`config.mk`:
```
export PLATFORM = sky130hd
export DESIGN_NAME = mux_sel_sequencer
export DESIGN_NICKNAME = d
export VERILOG_FILES = /design/src/rtl/mux_sched_pkg.sv /design/src/rtl/rr_next_ch.sv /design/src/rtl/mux_sel_sequencer.sv
export SDC_FILE = /design/constraint.sdc
export NUM_CORES = 1
export LEC_CHECK = 0
export CAP_MARGIN = 40
export CORE_UTILIZATION = 34
export CTS_CLUSTER_DIAMETER = 40
export DETAILED_ROUTE_END_ITERATION = 12
export GPL_ROUTABILITY_DRIVEN = 0
export SLEW_MARGIN = 30
export SYNTH_ARGS = -nofsm -noshare
export SYNTH_HDL_FRONTEND = slang
export SYNTH_HIERARCHICAL = 1
export SYNTH_SLANG_ARGS = --single-unit
```
`constraint.sdc`:
```
create_clock -name i_clk -period 5.65 [get_ports i_clk]
set_clock_uncertainty 0.05 [all_clocks]
set_input_delay 1.13 -clock i_clk [delete_from_list [all_inputs] [get_ports i_clk]]
set_output_delay 1.13 -clock i_clk [all_outputs]
set_load 0.03 [all_outputs]
```
`src/rtl/mux_sched_pkg.sv`:
```
// Shared types and sizing for the mux select sequencer.
package mux_sched_pkg;

  localparam int unsigned CH_NUM = 4;
  localparam int unsigned SEL_W  = 2;

  typedef enum logic {
    IDLE  = 1'b0,
    DWELL = 1'b1
  } state_e;

endpackage

```
`src/rtl/rr_next_ch.sv`:
```
// Round-robin helper: next enabled channel after cur (with wrap) and
// whether cur is the highest enabled channel.
module rr_next_ch
  import mux_sched_pkg::*;
(
  input  logic [CH_NUM-1:0] mask_i,
  input  logic [SEL_W-1:0]  cur_i,
  output logic [SEL_W-1:0]  next_o,
  output logic              is_last_o
);

  logic             found;
  logic             higher;
  logic [SEL_W-1:0] idx;

  // Scan upward from cur+1; with an empty mask the current index is returned.
  always_comb begin
    next_o = cur_i;
    found  = 1'b0;
    idx    = '0;
    for (int unsigned k = 1; k <= CH_NUM; k++) begin
      idx = SEL_W'((32'(cur_i) + k) % CH_NUM);
      if (!found && mask_i[idx]) begin
        next_o = idx;
        found  = 1'b1;
      end
    end
  end

  always_comb begin
    higher = 1'b0;
    for (int unsigned k = 0; k < CH_NUM; k++) begin
      if (k > 32'(cur_i) && mask_i[SEL_W'(k)]) begin
        higher = 1'b1;
      end
    end
    is_last_o = mask_i[cur_i] && !higher;
  end

endmodule

```
`src/rtl/mux_sel_sequencer.sv`:
```
// Round-robin select sequencer for a downstream 4:1 selector, with per-channel
// dwell, sample strobe on the last dwell cycle and sweep-complete strobe.
module mux_sel_sequencer
  import mux_sched_pkg::*;
#(
  parameter int unsigned DWELL_W = 8
) (
  input  logic               i_clk,
  input  logic               i_rst_n,
  input  logic               i_start,
  input  logic               i_stop,
  input  logic [3:0]         i_ch_en,
  input  logic [DWELL_W-1:0] i_dwell,
  output logic [1:0]         o_sel,
  output logic               o_sample,
  output logic               o_frame_done,
  output logic               o_busy
);

  state_e              state_q, state_d;
  logic [SEL_W-1:0]    sel_q, sel_d;
  logic [DWELL_W-1:0]  cnt_q, cnt_d;
  logic [DWELL_W-1:0]  reload_q, reload_d;
  logic [CH_NUM-1:0]   mask_q, mask_d;
  logic                stop_pend_q, stop_pend_d;

  logic [CH_NUM-1:0]   rr_mask;
  logic [SEL_W-1:0]    rr_cur;
  logic [SEL_W-1:0]    rr_next;
  logic                rr_is_last;
  logic [DWELL_W-1:0]  start_reload;

  // One scanner serves both jobs: in IDLE it finds the lowest enabled channel
  // of the incoming mask (cur = top channel, so the scan wraps to bit 0); in
  // DWELL it works on the latched mask and current select only.
  always_comb begin
    if (state_q == DWELL) begin
      rr_mask = mask_q;
      rr_cur  = sel_q;
    end else begin
      rr_mask = i_ch_en;
      rr_cur  = SEL_W'(CH_NUM - 1);
    end
  end

  rr_next_ch u_rr_next_ch (
    .mask_i    (rr_mask),
    .cur_i     (rr_cur),
    .next_o    (rr_next),
    .is_last_o (rr_is_last)
  );

  assign start_reload = (i_dwell == '0) ? '0 : i_dwell - DWELL_W'(1);

  always_comb begin
    state_d     = state_q;
    sel_d       = sel_q;
    cnt_d       = cnt_q;
    reload_d    = reload_q;
    mask_d      = mask_q;
    stop_pend_d = stop_pend_q;
    case (state_q)
      IDLE: begin
        if (i_start && !i_stop && (i_ch_en != '0)) begin
          mask_d      = i_ch_en;
          reload_d    = start_reload;
          cnt_d       = start_reload;
          sel_d       = rr_next;
          stop_pend_d = 1'b0;
          state_d     = DWELL;
        end
      end
      DWELL: begin
        if (cnt_q != '0) begin
          cnt_d = cnt_q - DWELL_W'(1);
          if (i_stop) begin
            stop_pend_d = 1'b1;
          end
        end else if (stop_pend_q || i_stop) begin
          state_d     = IDLE;
          sel_d       = '0;
          stop_pend_d = 1'b0;
        end else begin
          sel_d = rr_next;
          cnt_d = reload_q;
        end
      end
      default: begin
        state_d = IDLE;
        sel_d   = '0;
      end
    endcase
  end

  always_ff @(posedge i_clk or negedge i_rst_n) begin
    if (!i_rst_n) begin
      state_q     <= IDLE;
      sel_q       <= '0;
      cnt_q       <= '0;
      reload_q    <= '0;
      mask_q      <= '0;
      stop_pend_q <= 1'b0;
    end else begin
      state_q     <= state_d;
      sel_q       <= sel_d;
      cnt_q       <= cnt_d;
      reload_q    <= reload_d;
      mask_q      <= mask_d;
      stop_pend_q <= stop_pend_d;
    end
  end

  assign o_busy       = (state_q == DWELL);
  assign o_sel        = sel_q;
  assign o_sample     = o_busy && (cnt_q == '0);
  assign o_frame_done = o_sample && rr_is_last;

endmodule

```
==> reports/qor.csv <==
metric,value,unit
antenna violations before repair,0,
setup TNS,0,ps
Worst slew margin,52.1,%
RSZ-0062 raised after global routing,false,
Die Ht,76.9,um
Worst-Margin Slew,700,ps
HP Class,flop to flop,
DR WL/cell,14.4,um
die area,5910,um2
Synth Area in Compound Gates,23.1,%
Post-CTS Hold Fix Bufs,0,
CP Class,input pin to output port,
DRC Markers,0,
cell count of the worst hold path,2,
min-delay src,reload_q[4]$_DFFE_PN0P_,
drt initial violations,77,
largest family of logic cells by synthesized area,compound AO/OA/AOI/OAI gates,
FMAX,0.225,GHz
P per Cell Area,519,nW/um2
clk root buf,clkbuf_8,
worst r2r src,o_busy$_DFF_PN0_,
Sink Count,24,
vias in the first global route,1554,
"leading cell type in the layout, fill and taps excluded",dfrtp_1,
Synth Area per Inst,9.12,um2
Worst R2R End,o_sel[1]$_DFFE_PN0P_,
Worst R2R Setup Slack,3100,ps
first drt pass iteration count,4,
minimum clock period,4440,ps
CP Launch Type,input pin,
Max-Cap Viols,0,
"Max FO, Critical Path",8,
IO Pins,21,
P&R area growth vs syn,15.7,%
layout cells sized above 1,13.3,%
Die X,76.9,um
post-synthesis simple-gate area fraction,20.9,%
post-synthesis adder-cell area fraction,4.59,%
Mapped Nets,232,
multiplexer area fraction after synthesis,13.0,%
Fin. Hold Viols,0,
Hold Path End,reload_q[4]$_DFFE_PN0P_,
crit path DAT,3260,ps
cell area after synthesis,1910,um2
post-DP HPWL,3160,um
Lkg Pwr,0.907,nW
H-tree levels,1,
Starting Density,36.4,%
PortBufs,20,
overall power,0.00115,W
Final setup viols,0,
Post-CTS Resized,0,
Routed WL,4260,um
most frequent cells in the layout,"24 x dfrtp_1, 22 x nand2_1, 19 x clkdlybuf4s50_1",
maximum clock path buffer count,2,
Post-Syn Instances,209,
Post-synth EDFFs,0,
CTS buffer count,3,
Core ar.,5240,um2
CTS tree,built,
crit share post-route,78.5,%
Non-Filler Instances,296,
drt via density,5.57,
#FFs+latches synth,24,
synth unique cells,63,
first-pass GRT wire length,7360,um
largest net degree at the start of global routing,30,
placed cells,291,
Ys Warns,6,
Post-synth top flop,dfrtp_1,
gr usage total,15.5,%
"IR drop worst, VDD",0.168,mV
outcome,completed,
required time of the worst setup path,4470,ps
num rows,26,
postcts setup bufs,0,
routed vias,1649,
grt ovf,0,
Finished Core Util,42.1,%
post-synthesis sequential area ratio,31.5,%
Synth Area in XOR/XNOR,0.919,%
fin nets,250,
clock-pin slew on the worst setup and hold paths,90,ps
Synth async-reset ratio,100,%
clock latency on the worst-skew pair,270,ps
CP Capture Type,output port,
antenna-violating nets left,0,
n_diodes,0,
final slew viol count,0,
R2R depth,9,
-- critical path, cell delays in order --
cell	delay, ps
clkdlybuf4s50_1	440
mux2_2	340
mux4_2	500
o2111a_1	130
and2_1	130
clkdlybuf4s50_1	580
-- through the flow --
stage,hold slack (ps),instance area [um2],setup slack [ps]
final,442,2210,1210
after global routing,471,2210,1140
after CTS,450,2200,1210
after detailed placement,427,2150,1220
after global placement,421,2150,1240
after floorplan,395,1910,2110
-- Yosys cell counts, types with 2 or more instances --
| master | n | share of area (%) |
|---|---|---|
| a211o_1 | 2 | 0.92 |
| a21boi_0 | 4 | 1.6 |
| a21o_1 | 2 | 0.79 |
| a21oi_1 | 9 | 2.4 |
| a21oi_2 | 2 | 0.92 |
| a311o_1 | 2 | 1.0 |
| a311oi_1 | 4 | 1.8 |
| and3_1 | 2 | 0.66 |
| and3b_1 | 2 | 0.92 |
| buf_4 | 2 | 0.79 |
| clkbuf_1 | 5 | 0.98 |
| dfrtp_1 | 24 | 31 |
| ha_1 | 7 | 4.6 |
| inv_1 | 16 | 3.1 |
| mux2_2 | 11 | 6.5 |
| mux2i_1 | 3 | 1.6 |
| mux4_2 | 3 | 3.5 |
| nand2_1 | 22 | 4.3 |
| nand2b_1 | 5 | 1.6 |
| nand3_1 | 4 | 1.0 |
| nor2_1 | 10 | 2.0 |
| nor2b_1 | 2 | 0.66 |
| nor3_1 | 4 | 1.0 |
| o211ai_1 | 2 | 0.79 |
| o21ai_0 | 10 | 2.6 |
| o21ai_1 | 5 | 1.3 |
| o221a_1 | 2 | 1.2 |
| o22ai_1 | 2 | 0.66 |
| o31ai_1 | 4 | 1.6 |
| or4_1 | 3 | 1.2 |
| xnor2_1 | 2 | 0.92 |
-- where the power goes --
group	total (W)	switching, W	internal (W)	leakage, nW
Combinational	0.000707	0.000373	0.000334	0.592
Sequential	0.000318	0.0000644	0.000253	0.286
Clock	0.000121	0.0000589	0.0000624	0.0288
-- cell type report --
class / instances / area (um2)
Sequential cell: 24 / 601
Tap cell: 70 / 87.6
Multi-Input combinational cell: 159 / 1190
Timing Repair Buffer: 22 / 208
Fill cell: 502 / 3030
Clock buffer: 4 / 55.1
Inverter: 17 / 63.8
-- worst max-delay path by stage --
stage / start / to / slack, ps / cells past startpoint
2_1_floorplan: o_busy$_DFF_PN0_ / o_frame_done / 2110 / 6
3_3_place_gp: i_ch_en[3] / o_frame_done / 1240 / 6
3_5_place_dp: i_ch_en[3] / o_frame_done / 1220 / 6
4_1_cts: i_ch_en[3] / o_frame_done / 1210 / 6
5_1_grt: i_ch_en[3] / o_frame_done / 1140 / 6
6_report: i_ch_en[3] / o_frame_done / 1210 / 6
-- registers in the layout (all words and copies together) (netlist names) --
signal,cells
o_busy,1
cnt_q,8
stop_pend_q,1
reload_q,8
o_sel,2
mask_q,4
-- routing by layer --
layer	up-vias	global-route usage (%)	wire, um
met4	0	6.92	71
met1	787	21.8	2200
met2	35	23.9	1860
met3	4	1.67	128
met5	-	0	0
li1	823	-	-
-- logic make-up after synthesis --
logic type	Yosys count
flops	24
compound gates	62
mux	18
simple gates	70
buf+inv	26
fa+ha+maj	7
xor+xnor	2
Note: power is estimated with default switching activity, not from simulation.
